## config.mk

```make
export PLATFORM = sky130hd
export DESIGN_NAME = gdb_run_ctrl_flat
export DESIGN_NICKNAME = d
export VERILOG_FILES = /design/src/rtl/gdb_run_ctrl_if.sv /design/src/rtl/gdb_run_ctrl.sv /design/src/flat_wrapper.sv
export SDC_FILE = /design/constraint.sdc
export NUM_CORES = 1
export LEC_CHECK = 0
export CAP_MARGIN = 0
export CELL_PAD_IN_SITES_DETAIL_PLACEMENT = 1
export CELL_PAD_IN_SITES_GLOBAL_PLACEMENT = 2
export CORE_AREA = 2 2 191 137
export DETAILED_ROUTE_END_ITERATION = 7
export DIE_AREA = 0 0 193 139
export GPL_TIMING_DRIVEN = 0
export PLACE_DENSITY_LB_ADDON = 0.3
export SYNTH_ARGS = -nofsm -noshare
export SYNTH_HDL_FRONTEND = slang
export SYNTH_SLANG_ARGS = --single-unit
```

## constraint.sdc

```tcl
create_clock -name clk -period 3.3 [get_ports clk]
set_clock_uncertainty 0.1 [all_clocks]
set_input_delay 0.33 -clock clk [delete_from_list [all_inputs] [get_ports clk]]
set_output_delay 0.33 -clock clk [all_outputs]
set_load 0.01 [all_outputs]
```

## src/rtl/gdb_run_ctrl_if.sv

```systemverilog
// Command / datapath bundle between the GDB stub, the run-control sequencer and the core.
// Watchpoint LSU signals exist only when GDB_RUN_CTRL_WATCH_EN is defined.
interface gdb_run_ctrl_if #(
  parameter int XLEN = 32,
  parameter int BPN  = 4
);
  localparam int IDXW = (BPN > 1) ? $clog2(BPN) : 1;

  logic            cmd_vld;
  logic            cmd_rdy;
  logic [2:0]      cmd_op;
  logic [IDXW-1:0] cmd_idx;
  logic [XLEN-1:0] cmd_adr;
  logic            cpu_en;
  logic            ifu_trn;
  logic [XLEN-1:0] ifu_adr;
  logic            halted;
  logic            evt_vld;
  logic [1:0]      evt_rsn;
  logic [XLEN-1:0] evt_adr;
  logic [XLEN-1:0] icnt;
`ifdef GDB_RUN_CTRL_WATCH_EN
  logic            lsu_trn;
  logic            lsu_wen;
  logic [XLEN-1:0] lsu_adr;
`endif

  // master: stub plus core side; slave: the sequencer
  modport master (
`ifdef GDB_RUN_CTRL_WATCH_EN
    output lsu_trn, lsu_wen, lsu_adr,
`endif
    output cmd_vld, cmd_op, cmd_idx, cmd_adr, ifu_trn, ifu_adr,
    input  cmd_rdy, cpu_en, halted, evt_vld, evt_rsn, evt_adr, icnt
  );

  modport slave (
`ifdef GDB_RUN_CTRL_WATCH_EN
    input  lsu_trn, lsu_wen, lsu_adr,
`endif
    input  cmd_vld, cmd_op, cmd_idx, cmd_adr, ifu_trn, ifu_adr,
    output cmd_rdy, cpu_en, halted, evt_vld, evt_rsn, evt_adr, icnt
  );
endinterface

```

## src/rtl/gdb_run_ctrl.sv

```systemverilog
// Run-control sequencer: halt/continue/step, hardware breakpoints, stop events to the GDB stub.
// Define GDB_RUN_CTRL_WATCH_EN to add store watchpoints on the LSU port.
module gdb_run_ctrl #(
  parameter int XLEN = 32,
  parameter int BPN  = 4
) (
  input logic           clk,
  input logic           rst,
  gdb_run_ctrl_if.slave io_bus
);
  localparam int IDXW = (BPN > 1) ? $clog2(BPN) : 1;

  typedef enum logic [1:0] {ST_HALTED, ST_RUNNING, ST_STEPPING} state_t;
  typedef enum logic [2:0] {
    OP_HALT, OP_CONT, OP_STEP, OP_BP_SET, OP_BP_CLR, OP_WP_SET, OP_WP_CLR, OP_RSVD
  } op_t;
  typedef enum logic [1:0] {RSN_HALT, RSN_STEP, RSN_BP, RSN_WP} rsn_t;

  state_t          r_state;
  logic            r_halted;
  logic            r_skip;
  logic            r_evt_vld;
  logic            r_evt_live;
  rsn_t            r_evt_rsn;
  logic [XLEN-1:0] r_evt_adr;
  logic [XLEN-1:0] r_icnt;
  logic [BPN-1:0]  r_bp_en;
  logic [XLEN-1:0] r_bp_adr [BPN];

  op_t  w_op;
  logic w_idx_ok, w_cmd_halt, w_cmd_cont, w_cmd_step, w_bp_set, w_bp_clr;
  logic w_bp_match, w_bp_hit, w_wp_hit, w_cpu_en, w_retire, w_stop;
  rsn_t w_stop_rsn;

  assign w_op       = op_t'(io_bus.cmd_op);
  assign w_idx_ok   = ({1'b0, io_bus.cmd_idx} < (IDXW+1)'(BPN));
  assign w_cmd_halt = io_bus.cmd_vld & (w_op == OP_HALT);
  assign w_cmd_cont = io_bus.cmd_vld & (w_op == OP_CONT);
  assign w_cmd_step = io_bus.cmd_vld & (w_op == OP_STEP);
  assign w_bp_set   = io_bus.cmd_vld & w_idx_ok & (w_op == OP_BP_SET);
  assign w_bp_clr   = io_bus.cmd_vld & w_idx_ok & (w_op == OP_BP_CLR);

  // NOTE: every signal gets a default at the top of always_comb so no path can infer a latch.
  always_comb begin
    w_bp_match = 1'b0;
    for (int i = 0; i < BPN; i++)
      if (r_bp_en[i] && (r_bp_adr[i] == io_bus.ifu_adr)) w_bp_match = 1'b1;
  end

  assign w_bp_hit = io_bus.ifu_trn & w_bp_match & (r_state == ST_RUNNING) & ~r_skip;

`ifdef GDB_RUN_CTRL_WATCH_EN
  logic [BPN-1:0]  r_wp_en;
  logic [XLEN-1:0] r_wp_adr [BPN];
  logic            w_wp_set, w_wp_clr, w_wp_match;

  assign w_wp_set = io_bus.cmd_vld & w_idx_ok & (w_op == OP_WP_SET);
  assign w_wp_clr = io_bus.cmd_vld & w_idx_ok & (w_op == OP_WP_CLR);

  always_comb begin
    w_wp_match = 1'b0;
    for (int i = 0; i < BPN; i++)
      if (r_wp_en[i] && (r_wp_adr[i] == io_bus.lsu_adr)) w_wp_match = 1'b1;
  end

  assign w_wp_hit = io_bus.lsu_trn & io_bus.lsu_wen & w_wp_match & (r_state == ST_RUNNING);

  always_ff @(posedge clk or posedge rst) begin
    if (rst)           r_wp_en <= '0;
    else if (w_wp_set) r_wp_en[io_bus.cmd_idx] <= 1'b1;
    else if (w_wp_clr) r_wp_en[io_bus.cmd_idx] <= 1'b0;
  end

  always_ff @(posedge clk)
    if (w_wp_set) r_wp_adr[io_bus.cmd_idx] <= io_bus.cmd_adr;
`else
  assign w_wp_hit = 1'b0;
`endif

  // A hit blocks the instruction; a HALT request lets the current fetch retire.
  assign w_cpu_en = ((r_state == ST_RUNNING) & ~w_bp_hit & ~w_wp_hit) | (r_state == ST_STEPPING);
  assign w_retire = io_bus.ifu_trn & w_cpu_en;

  always_comb begin
    w_stop     = 1'b0;
    w_stop_rsn = RSN_HALT;
    case (r_state)
      ST_RUNNING: begin
        if (w_wp_hit) begin
          w_stop     = 1'b1;
          w_stop_rsn = RSN_WP;
        end else if (w_bp_hit) begin
          w_stop     = 1'b1;
          w_stop_rsn = RSN_BP;
        end else if (w_cmd_halt) begin
          w_stop     = 1'b1;
          w_stop_rsn = RSN_HALT;
        end
      end
      ST_STEPPING: begin
        if (io_bus.ifu_trn) begin
          w_stop     = 1'b1;
          w_stop_rsn = RSN_STEP;
        end
      end
      default: ;
    endcase
  end

  // NOTE: the address table has no reset; r_bp_en alone decides whether a slot can match.
  always_ff @(posedge clk)
    if (w_bp_set) r_bp_adr[io_bus.cmd_idx] <= io_bus.cmd_adr;

  // NOTE: state is updated with non-blocking assignments so every register samples pre-edge values.
  always_ff @(posedge clk or posedge rst) begin
    if (rst) begin
      r_state    <= ST_HALTED;
      r_halted   <= 1'b1;
      r_skip     <= 1'b0;
      r_evt_vld  <= 1'b0;
      r_evt_live <= 1'b0;
      r_evt_rsn  <= RSN_HALT;
      r_evt_adr  <= '0;
      r_icnt     <= '0;
      r_bp_en    <= '0;
    end else begin
      r_evt_vld  <= 1'b0;
      r_evt_live <= 1'b0;
      if (w_retire) r_icnt <= r_icnt + XLEN'(1);
      if (r_evt_live) r_evt_adr <= io_bus.ifu_adr;

      if (w_bp_set)      r_bp_en[io_bus.cmd_idx] <= 1'b1;
      else if (w_bp_clr) r_bp_en[io_bus.cmd_idx] <= 1'b0;

      if (w_stop) begin
        r_state    <= ST_HALTED;
        r_halted   <= 1'b1;
        r_skip     <= 1'b0;
        r_evt_vld  <= 1'b1;
        r_evt_rsn  <= w_stop_rsn;
        r_evt_adr  <= io_bus.ifu_adr;
        // If the stopping fetch retired, the next PC only appears on ifu_adr one cycle later.
        r_evt_live <= w_retire;
      end else begin
        case (r_state)
          ST_HALTED: begin
            if (w_cmd_cont) begin
              r_state  <= ST_RUNNING;
              r_halted <= 1'b0;
              r_skip   <= 1'b1;
            end else if (w_cmd_step) begin
              r_state  <= ST_STEPPING;
              r_halted <= 1'b0;
            end
          end
          ST_RUNNING: if (w_retire) r_skip <= 1'b0;
          default: ;
        endcase
      end
    end
  end

  assign io_bus.cmd_rdy = 1'b1;
  assign io_bus.cpu_en  = w_cpu_en;
  assign io_bus.halted  = r_halted;
  assign io_bus.evt_vld = r_evt_vld;
  assign io_bus.evt_rsn = r_evt_rsn;
  assign io_bus.evt_adr = r_evt_live ? io_bus.ifu_adr : r_evt_adr;
  assign io_bus.icnt    = r_icnt;
endmodule

```

## src/flat_wrapper.sv

```systemverilog
// flat-port wrapper written by rule: the top's interface ports become plain ports
module gdb_run_ctrl_flat 
#(
  parameter int XLEN = 32,
  parameter int BPN  = 4
)
  (clk, rst, io_bus_cmd_vld, io_bus_cmd_op, io_bus_cmd_idx, io_bus_cmd_adr, io_bus_ifu_trn, io_bus_ifu_adr, io_bus_cmd_rdy, io_bus_cpu_en, io_bus_halted, io_bus_evt_vld, io_bus_evt_rsn, io_bus_evt_adr, io_bus_icnt);
  gdb_run_ctrl_if #(.XLEN(XLEN), .BPN(BPN)) io_bus_i ();
  input logic clk;
  input logic rst;
  input wire logic [$bits(io_bus_i.cmd_vld)-1:0] io_bus_cmd_vld;
  input wire logic [$bits(io_bus_i.cmd_op)-1:0] io_bus_cmd_op;
  input wire logic [$bits(io_bus_i.cmd_idx)-1:0] io_bus_cmd_idx;
  input wire logic [$bits(io_bus_i.cmd_adr)-1:0] io_bus_cmd_adr;
  input wire logic [$bits(io_bus_i.ifu_trn)-1:0] io_bus_ifu_trn;
  input wire logic [$bits(io_bus_i.ifu_adr)-1:0] io_bus_ifu_adr;
  output wire logic [$bits(io_bus_i.cmd_rdy)-1:0] io_bus_cmd_rdy;
  output wire logic [$bits(io_bus_i.cpu_en)-1:0] io_bus_cpu_en;
  output wire logic [$bits(io_bus_i.halted)-1:0] io_bus_halted;
  output wire logic [$bits(io_bus_i.evt_vld)-1:0] io_bus_evt_vld;
  output wire logic [$bits(io_bus_i.evt_rsn)-1:0] io_bus_evt_rsn;
  output wire logic [$bits(io_bus_i.evt_adr)-1:0] io_bus_evt_adr;
  output wire logic [$bits(io_bus_i.icnt)-1:0] io_bus_icnt;
  assign io_bus_i.cmd_vld = io_bus_cmd_vld;
  assign io_bus_i.cmd_op = io_bus_cmd_op;
  assign io_bus_i.cmd_idx = io_bus_cmd_idx;
  assign io_bus_i.cmd_adr = io_bus_cmd_adr;
  assign io_bus_i.ifu_trn = io_bus_ifu_trn;
  assign io_bus_i.ifu_adr = io_bus_ifu_adr;
  assign io_bus_cmd_rdy = io_bus_i.cmd_rdy;
  assign io_bus_cpu_en = io_bus_i.cpu_en;
  assign io_bus_halted = io_bus_i.halted;
  assign io_bus_evt_vld = io_bus_i.evt_vld;
  assign io_bus_evt_rsn = io_bus_i.evt_rsn;
  assign io_bus_evt_adr = io_bus_i.evt_adr;
  assign io_bus_icnt = io_bus_i.icnt;
  gdb_run_ctrl #(.XLEN(XLEN), .BPN(BPN)) u_core (.clk(clk), .rst(rst), .io_bus(io_bus_i));
endmodule
```

* After elaboration in Yosys (flattened, before gate mapping)
Memory sizes are Yosys's and may differ from the RTL's.
Index checks and enable logic that the tools add are counted.
** Operators by class
- Magnitude comparators :: 2
- Mux-type cells :: 33
- Reduce and logical (&&, ||, !) cells :: 13
- $add $sub $neg :: 1
- Bitwise logic cells :: 16
- Equal/unequal tests :: 12
** Operators by type and width (count)
- $eq A32 B32 Y1 :: 4
- $mux W32 :: 2
- $add A32 B1 Y32 const B :: 1
- $mux W1 :: 20
- $and A1 B1 Y1 :: 10
- $mux W2 :: 5
- $mux W4 :: 2
- $eq A3 B2 Y1 const B :: 2
- $ne A3 B1 Y1 const B :: 2
- $reduce_bool A3 Y1 :: 2
- $logic_and A1 B1 Y1 :: 5
- $and A4 B4 Y4 :: 1
- $not A4 Y4 :: 1
- $or A4 B4 Y4 :: 1
- $pmux W1 S2 :: 2
- $pmux W2 S2 :: 1
- $reduce_bool A2 Y1 :: 2
- $eq A3 B1 Y1 const B :: 1
- $eq A3 B3 Y1 const B :: 1
- $logic_not A3 Y1 :: 1
- $lt A2 B3 Y1 const B :: 1
- $reduce_and A3 Y1 :: 1
- $demux W1 S2 :: 1
- $eq A2 B1 Y1 const B :: 1
- 6 further kinds :: 7
** Storage, ports and cells
- Logic and storage cells :: 87
- Memories kept :: 1
- Output and inout bits :: 70
- Memory bits (writable) :: 128
- Register bits :: 76
** Memory list
- u_core.r_bp_adr :: words 4, bits a word 32, rd ports 4, clocked after memory_dff 0, write ports 1, line gdb_run_ctrl.sv:28 : logic [XLEN-1:0] r_bp_adr [BPN];

* Depth between registers and ports, before layout
Gate-level depths: netlist of run 1.
An unclocked memory read counts as a cell.
- Depth after elaboration :: 17
- Gate-level depth with buffers :: 11

* Worst setup path before layout of run 1
Ideal clock, no wire load.
- Path kind :: input-to-reg
- From :: in io_bus_cmd_vld
- To :: mem u_core.r_bp_adr[0][0] (enable)
- Stages :: 4
- Library setup time :: 0.463 ns
- Path slack :: -0.370 ns
- Arrival :: 3.107 ns
- Cell sequence :: nor2b_1 clkbuf_1 nand3_1 nor3_1
** Between the ends
- Cells in the longest elaborated chain, start to end :: 3
** Ends and longest elaborated chain
- start: declaration :: line flat_wrapper.sv:11 : input wire logic [$bits(io_bus_i.cmd_vld)-1:0] io_bus_cmd_vld;
- $and A1 B1 Y1 :: line gdb_run_ctrl.sv:40 : assign w_bp_set = io_bus.cmd_vld & w_idx_ok & (w_op == OP_BP_SET);
- $mux W1 :: line gdb_run_ctrl.sv:112 : if (w_bp_set) r_bp_adr[io_bus.cmd_idx] <= io_bus.cmd_adr;
- $mux W1 (not written as such) :: line gdb_run_ctrl.sv:112
- end: declaration :: line gdb_run_ctrl.sv:28
Every way passes these cells.

==> results of run 1 <==
==> flip-flops by register name, indices dropped and copies added, names as in the netlist, named ones only <==
register and flops:
u_core.r_state 2, u_core.r_bp_adr 128, u_core.r_skip 1, u_core.io_bus.icnt 32
u_core.io_bus.halted 1, u_core.io_bus.evt_vld 1, u_core.r_evt_adr 32, u_core.io_bus.evt_rsn 2
u_core.r_evt_live 1
==> layout make-up <==
class,instances,area share (%)
Multi-Input combinational cell,392,28.4
Timing Repair Buffer,115,10.4
Buffer,48,1.96
Tap cell,331,3.54
Inverter,12,0.407
Antenna cell,1,0.0214
Clock inverter,4,0.589
Clock buffer,36,5.51
Sequential cell,204,49.2
==> report_power, final <==
part           internal [mW]  switching [mW]  total [mW]
sequential              2.98           0.119        3.10
combinational          0.800           0.580        1.38
clock                   1.49            1.00        2.49
==> worst max-delay path: cells and delay by family (launching register included) <==
family          cells  cell delay (ns)
simple gates        3             1.02
compound gates      2             0.43
flops               1             0.41
buf+inv             1             0.24
xor+xnor            1             0.20
==> worst paths after layout <==
path	slack, ns	endpoint	from	cells past startpoint
max	0.07	io_bus_cpu_en	u_core.r_bp_adr[2][27]	7
max in group asynchronous	2.35	u_core.io_bus.halted	rst	3
min in group clk	0.09	u_core.r_evt_adr[30]	io_bus_ifu_adr[30]	2
min reg2reg	0.37	u_core.io_bus.icnt[31]	u_core.io_bus.icnt[31]	1
max reg2reg	0.16	u_core.r_evt_adr[30]	u_core.r_bp_adr[2][27]	10
min	0.07	u_core.r_evt_adr[8]	rst	2
==> Yosys cell counts (9+ instances only) <==
cell type	number	area share (%)
nor3_1	18	0.99
inv_1	12	0.49
o21ai_0	11	0.60
mux2_2	62	7.7
nor2_1	13	0.54
dfrtp_1	75	21
edfxtp_1	128	42
clkbuf_1	16	0.66
nor4_1	39	2.7
buf_2	24	1.3
nand2_1	20	0.82
nand3_1	22	1.2
nand4_1	9	0.62
xnor2_1	12	1.2
xor2_1	148	14
==> metrics by stage <==
step                instances  utilization, %  instance area, sq um  TNS (ns)  total power, mW
finish                   1143            46.5                 11700         0             6.97
global placement         1095            42.2                 10600   -202.11             4.45
CTS                      1141            46.1                 11600         0             7.03
floorplan                 656               -                  9120         0             3.81
global route             1143            46.5                 11700         0             7.27
detailed placement       1101            42.9                 10800     -7.37             4.53
==> cells by family (layout without fill, tap and decap cells) <==
| logic type | Yosys count | count (layout) | share of synthesized area (%) |
|---|---|---|---|
| xor gates and xnor gates | 160 | 160 | 15.4 |
| adders and majority gates | 4 | 4 | 0.549 |
| buffers and inverters | 60 | 215 | 3.01 |
| AOI/OAI and AO/OA | 23 | 23 | 1.59 |
| other | 1 | 2 | 0.0412 |
| muxes | 65 | 65 | 8.16 |
| and+or+nand+nor | 139 | 139 | 8.20 |
| DFF | 204 | 204 | 63.1 |
==> routing by layer <==
layer  track usage (%)  up-vias  wire length (microns)
met5                 0        -                      0
met4              4.19        0                    474
met3              3.06       33                   1280
met2              29.7      148                  11700
met1              29.9     2908                  12400
li1                  -     2604                      -
==> timing repair <==
item                                    4_1_cts  5_1_grt
resized for setup                            17       15
endpoints found under the setup margin       44        1
pin swaps                                     8       11
cloned                                        0        0
setup buffers                                 0        1
==> impl_metrics.ini, run 1 <==
[synthesis]
yosys_most_used_dff = edfxtp_1
ys_types = 38
number_of_flops_mapped_to_enable_cells_by_yosys = 128
netlist_area_sq_mm = 0.00911
yosysWarningCount = 0
ys_ff_latch = 204
post_synth.cell_area_avg_sq_um = 13.9
synth_seq_area_share_pct = 63.1
async_flop_share_pct = 37.3
synth_nets = 733
synth_cells = 656

[timing]
worst_pin_slew_ns = 0.936
fmax_mhz = 310
fin_hold_ws_ns = 0.0689
finalWorstSetupSlack_ns = 0.0714
grt_setup_unrepaired = no
max_slew_margin_pct = 37.6
fin_crit_ns = 3.23
setup-violations-final = 0
final_worst_path_cycle_share_pct = 97.8
finalMaxSlewViolations = 0
timing.final.hold_violations = 0

[critical_path]
critical_path.cell_chain = xor2_2 > nor4_4 > nand4_1 > or3_4 > a41o_4 > a21o_1 > clkdlybuf4s15_1
timing.critical_path.fanout_max = 2
cp-end-kind = output pin
worstSetupPathType = reg -> out
crit_path_max_incr_delay_ns = 0.41
required_ns = 2.87
critical-path-slowest-cell = edfxtp_1
worst-endpoint-arrival_ns = 2.80
worstSetupStartpointType = flip-flop

[detailed_routing]
remaining_drc_errors = 0
dr.pass1.iters = 5
antenna_violating_nets_post_route = 0
via_per_inst = 4.98
wire_per_inst_microns = 22.6
via_count = 5693
detailedRoute.firstIterationViolations = 304
routed_wirelength_microns = 25800

[global_routing]
first_pass_grt_wire_length_microns = 39500
largest_net_degree_at_the_start_of_global_routing = 55
grt_pass1_vias = 6252
initial_antenna_violation_count = 1
grt.overflow.total = 0
gr-usage-all-layers_pct = 19.7

[floorplanning]
die_width_microns = 193
coreArea_sq_mm = 0.0251
start_util_pct = 36.2
rows = 49
die-area_sq_mm = 0.0268
fp.dieH_microns = 139
num_io_pins = 143

[placed_design]
dpl.hpwl_microns = 18700
numPortBuffers = 108
place.gp.congestion = 0.777
detailedPlace.worstSlack_ns = -0.252

[flow_run]
cap_viol_max_count = 0

[power]
total_leakage_power_nw = 4.47
irDropWorstVdd_v = 0.000328
power_per_cell_area_mw_per_mm2 = 596

[clocking]
clock_insertion_delay_worst_skew_ns = 0.50
cts.path.max_buffers = 3
cts.root.buffer_cell = clkbuf_16
cts_htree_levels = 1
tritoncts = done
cts.sink_count = 204
clkTransAtPathRegs_ns = 0.06
numCtsBuffers = 22
hold_buffers = 0

[final_layout]
most-common-layout-cells = xor2_1, edfxtp_1, clkdlybuf4s50_1
multiInputGateArea_sq_mm = 0.00332
filler_cell_count = 2561
final_common_cell = xor2_1
drive_gt1_share_pct = 19.5
design.final.nets = 872
area.sequential_sq_mm = 0.00575
area_growth_pct = 28.3

[min_path]
worstHoldPathType = in -> async

[run_status]
outcome = finished, final reports clean
No activity file was read; power rests on OpenSTA's default activity.
==> run 2: changes to the inputs <==
--- a/config.mk
+++ b/config.mk
@@ -9,9 +9,10 @@
 export CELL_PAD_IN_SITES_DETAIL_PLACEMENT = 1
 export CELL_PAD_IN_SITES_GLOBAL_PLACEMENT = 2
 export CORE_AREA = 2 2 191 137
+export CTS_CLUSTER_DIAMETER = 80
 export DETAILED_ROUTE_END_ITERATION = 7
 export DIE_AREA = 0 0 193 139
-export GPL_TIMING_DRIVEN = 0
+export GPL_TIMING_DRIVEN = 1
 export PLACE_DENSITY_LB_ADDON = 0.3
 export SYNTH_ARGS = -nofsm -noshare
 export SYNTH_HDL_FRONTEND = slang
==> impl_metrics.ini, run 2 (synthesis gave the netlist of run 1 again) <==
[power]
power_per_cell_area_mw_per_mm2 = 597
post-layout-total-power_mw = 7.25
irDropWorstVdd_v = 0.000347
share_seq_of_total_power_pct = 42.7
total_switching_power_mw = 1.73
combPwrFrac_pct = 19.6
total_leakage_power_nw = 4.80
switching_share_pct = 23.9
clock_power_share_pct = 37.7
internal_power_mw = 5.52

[final_layout]
final_cell_count_no_fill = 1182
most-common-layout-cells = xor2_1, clkdlybuf4s50_1, edfxtp_1
design.final.nets = 911
antennaDiodeCount = 0
area_growth_pct = 33.4
layout.core_utilization_pct = 48.3
drive_gt1_share_pct = 21.0
flip_flop_count_of_the_largest_register_after_layout = 128
largest-register = u_core.r_bp_adr
final_common_cell = xor2_1
stdcell_area_sq_mm = 0.0122

[timing]
grt_setup_unrepaired = no
setup-violations-final = 0
finalSetupTns_ns = 0
fin_crit_ns = 3.12
timing.final.hold_violations = 0
final_worst_path_cycle_share_pct = 94.5
max_slew_margin_pct = 53.3
worst_pin_slew_ns = 0.699
fmax_mhz = 321
finalMaxSlewViolations = 0

[clocking]
hold_buffers = 0
numCtsBuffers = 23
cts.path.max_buffers = 3
tritoncts = done
cts_htree_levels = 1
cts.root.buffer_cell = clkbuf_16
clkTransAtPathRegs_ns = 0.06
clock_insertion_delay_worst_skew_ns = 0.52
cts.sink_count = 204

[placed_design]
detailed_place.area_sq_mm = 0.0113
place_inst = 1138
numPortBuffers = 141
place.gp.congestion = 0.787
dpl.hpwl_microns = 18000

[detailed_routing]
routed_wirelength_microns = 25200
detailedRoute.firstIterationViolations = 390
via_per_inst = 4.94
remaining_drc_errors = 0
dr.pass1.iters = 4
wire_per_inst_microns = 21.3
antenna_violating_nets_post_route = 0
via_count = 5836

[critical_path]
critPathCapture = io_bus_cpu_en
worstSetupPathDepth = 9
launch_instance_of_the_worst_register_to_register_path = u_core.r_bp_adr[1][25]
crit_path_max_incr_delay_ns = 0.51
required_ns = 2.87
worstSetupPathType = in -> out
r2r.worst_path.cells = 11
gate_family_responsible_for_the_most_delay_along_the_worst_path = simple AND/OR/NAND/NOR gates
critical_path.cell_chain = clkdlybuf4s50_1 > buf_4 > xor2_1 > nor4_1 > nand3_1 > or3_1 > a41o_1 > a21o_1 > clkbuf_2
timing.critical_path.buf_inv = 3
timing.reg2reg.setup_slack_ns = 0.22
setup.worst_path.start = io_bus_ifu_adr[17]
worstSetupStartpointType = input port
r2r_end = u_core.r_evt_adr[29]
timing.critical_path.fanout_max = 5
worst-endpoint-arrival_ns = 2.69
cp-end-kind = output pin
critical-path-slowest-cell = clkdlybuf4s50_1

[global_routing]
initial_antenna_violation_count = 0
gr-usage-all-layers_pct = 19.1
largest_net_degree_at_the_start_of_global_routing = 77
grt.overflow.total = 0
first_pass_grt_wire_length_microns = 38600
grt_pass1_vias = 6362

[floorplanning]
die_width_microns = 193
coreArea_sq_mm = 0.0251
die-area_sq_mm = 0.0268
rows = 49
fp.dieH_microns = 139
num_io_pins = 143
start_util_pct = 36.2

[flow_run]
cap_viol_max_count = 0

[run_status]
outcome = finished, final reports clean

[min_path]
worstHoldPathType = in -> async
## run 2: changes by cell type in the layout (fill, tap and decap cells not counted), moves of 6 or more
cell | previous run | this run
clkbuf_1 | 27 | 6
clkdlybuf4s50_1 | 107 | 128
buf_2 | 24 | 0
buf_4 | 2 | 52
nor4_1 | 22 | 28
dlygate4sd2_1 | 0 | 10
## run 2: final cells by class
cell class | count | area (sq um)
inverter | 12 | 46.3
tap | 331 | 414
fill | 2537 | 13000
clock buffer | 30 | 612
multi-input combinational | 392 | 3190
clock inverter | 12 | 189
timing repair buffer | 201 | 1950
sequential | 204 | 5750
## run 2: layer usage
metal  global-route usage (%)  routed length, microns  vias to the layer above
met1                     28.2                   12100                     2985
met2                     29.9                   11500                      134
met4                     3.95                     414                        0
met3                     2.76                    1170                       34
met5                        0                       0                        -
li1                         -                       -                     2683
## run 2: worst register-to-register path, delay by kind of cell, from the launching register on
| family | cells | cell delay (ns) |
|---|---|---|
| AO/OA/AOI/OAI | 2 | 0.52 |
| AND/OR/NAND/NOR | 3 | 0.86 |
| buffers and inverters | 4 | 0.63 |
| XOR/XNOR | 1 | 0.16 |
| flip-flops | 1 | 0.38 |
| multiplexers | 1 | 0.31 |
## run 2: timing repair
action / 4_1_cts / 5_1_grt
endpoints found under the setup margin: 1 / 1
pin swaps: 4 / 4
setup buffers: 1 / 1
gates resized for setup: 20 / 9
## run 2: worst min-delay path by stage
stage	start	to	slack, ns
after floorplan	io_bus_cmd_adr[0]	u_core.r_bp_adr[0][0]	0.33
after global placement	u_core.io_bus.icnt[31]	u_core.io_bus.icnt[31]	0.37
after detailed placement	u_core.io_bus.icnt[31]	u_core.io_bus.icnt[31]	0.36
after CTS	rst	u_core.r_evt_adr[10]	0.15
after global routing	rst	u_core.r_evt_adr[10]	0.18
final	rst	u_core.r_evt_adr[10]	0.13
## run 2: stage by stage
stage	setup slack, ns	hold WS [ns]
after global routing	0.106	0.177
after CTS	0.00856	0.149
after floorplan	0.513	0.329
after detailed placement	-0.441	0.360
after global placement	-0.375	0.373
final	0.182	0.135
## run 2: power by group through the flow
stage	Sequential, mW	Clock (mW)	Combinational [mW]
2_1_floorplan	3.13	0	0.679
3_3_place_gp	3.13	0	1.38
3_5_place_dp	3.15	0	1.43
4_1_cts	3.10	2.80	1.44
5_1_grt	3.13	2.91	1.53
6_report	3.10	2.73	1.42
==> run 3: changes to the inputs <==
--- a/config.mk
+++ b/config.mk
@@ -5,7 +5,6 @@
 export SDC_FILE = /design/constraint.sdc
 export NUM_CORES = 1
 export LEC_CHECK = 0
-export CAP_MARGIN = 0
 export CELL_PAD_IN_SITES_DETAIL_PLACEMENT = 1
 export CELL_PAD_IN_SITES_GLOBAL_PLACEMENT = 2
 export CORE_AREA = 2 2 191 137
==> results of run 3 <==
The final DEF is identical to that of run 2; final timing and power are the same.
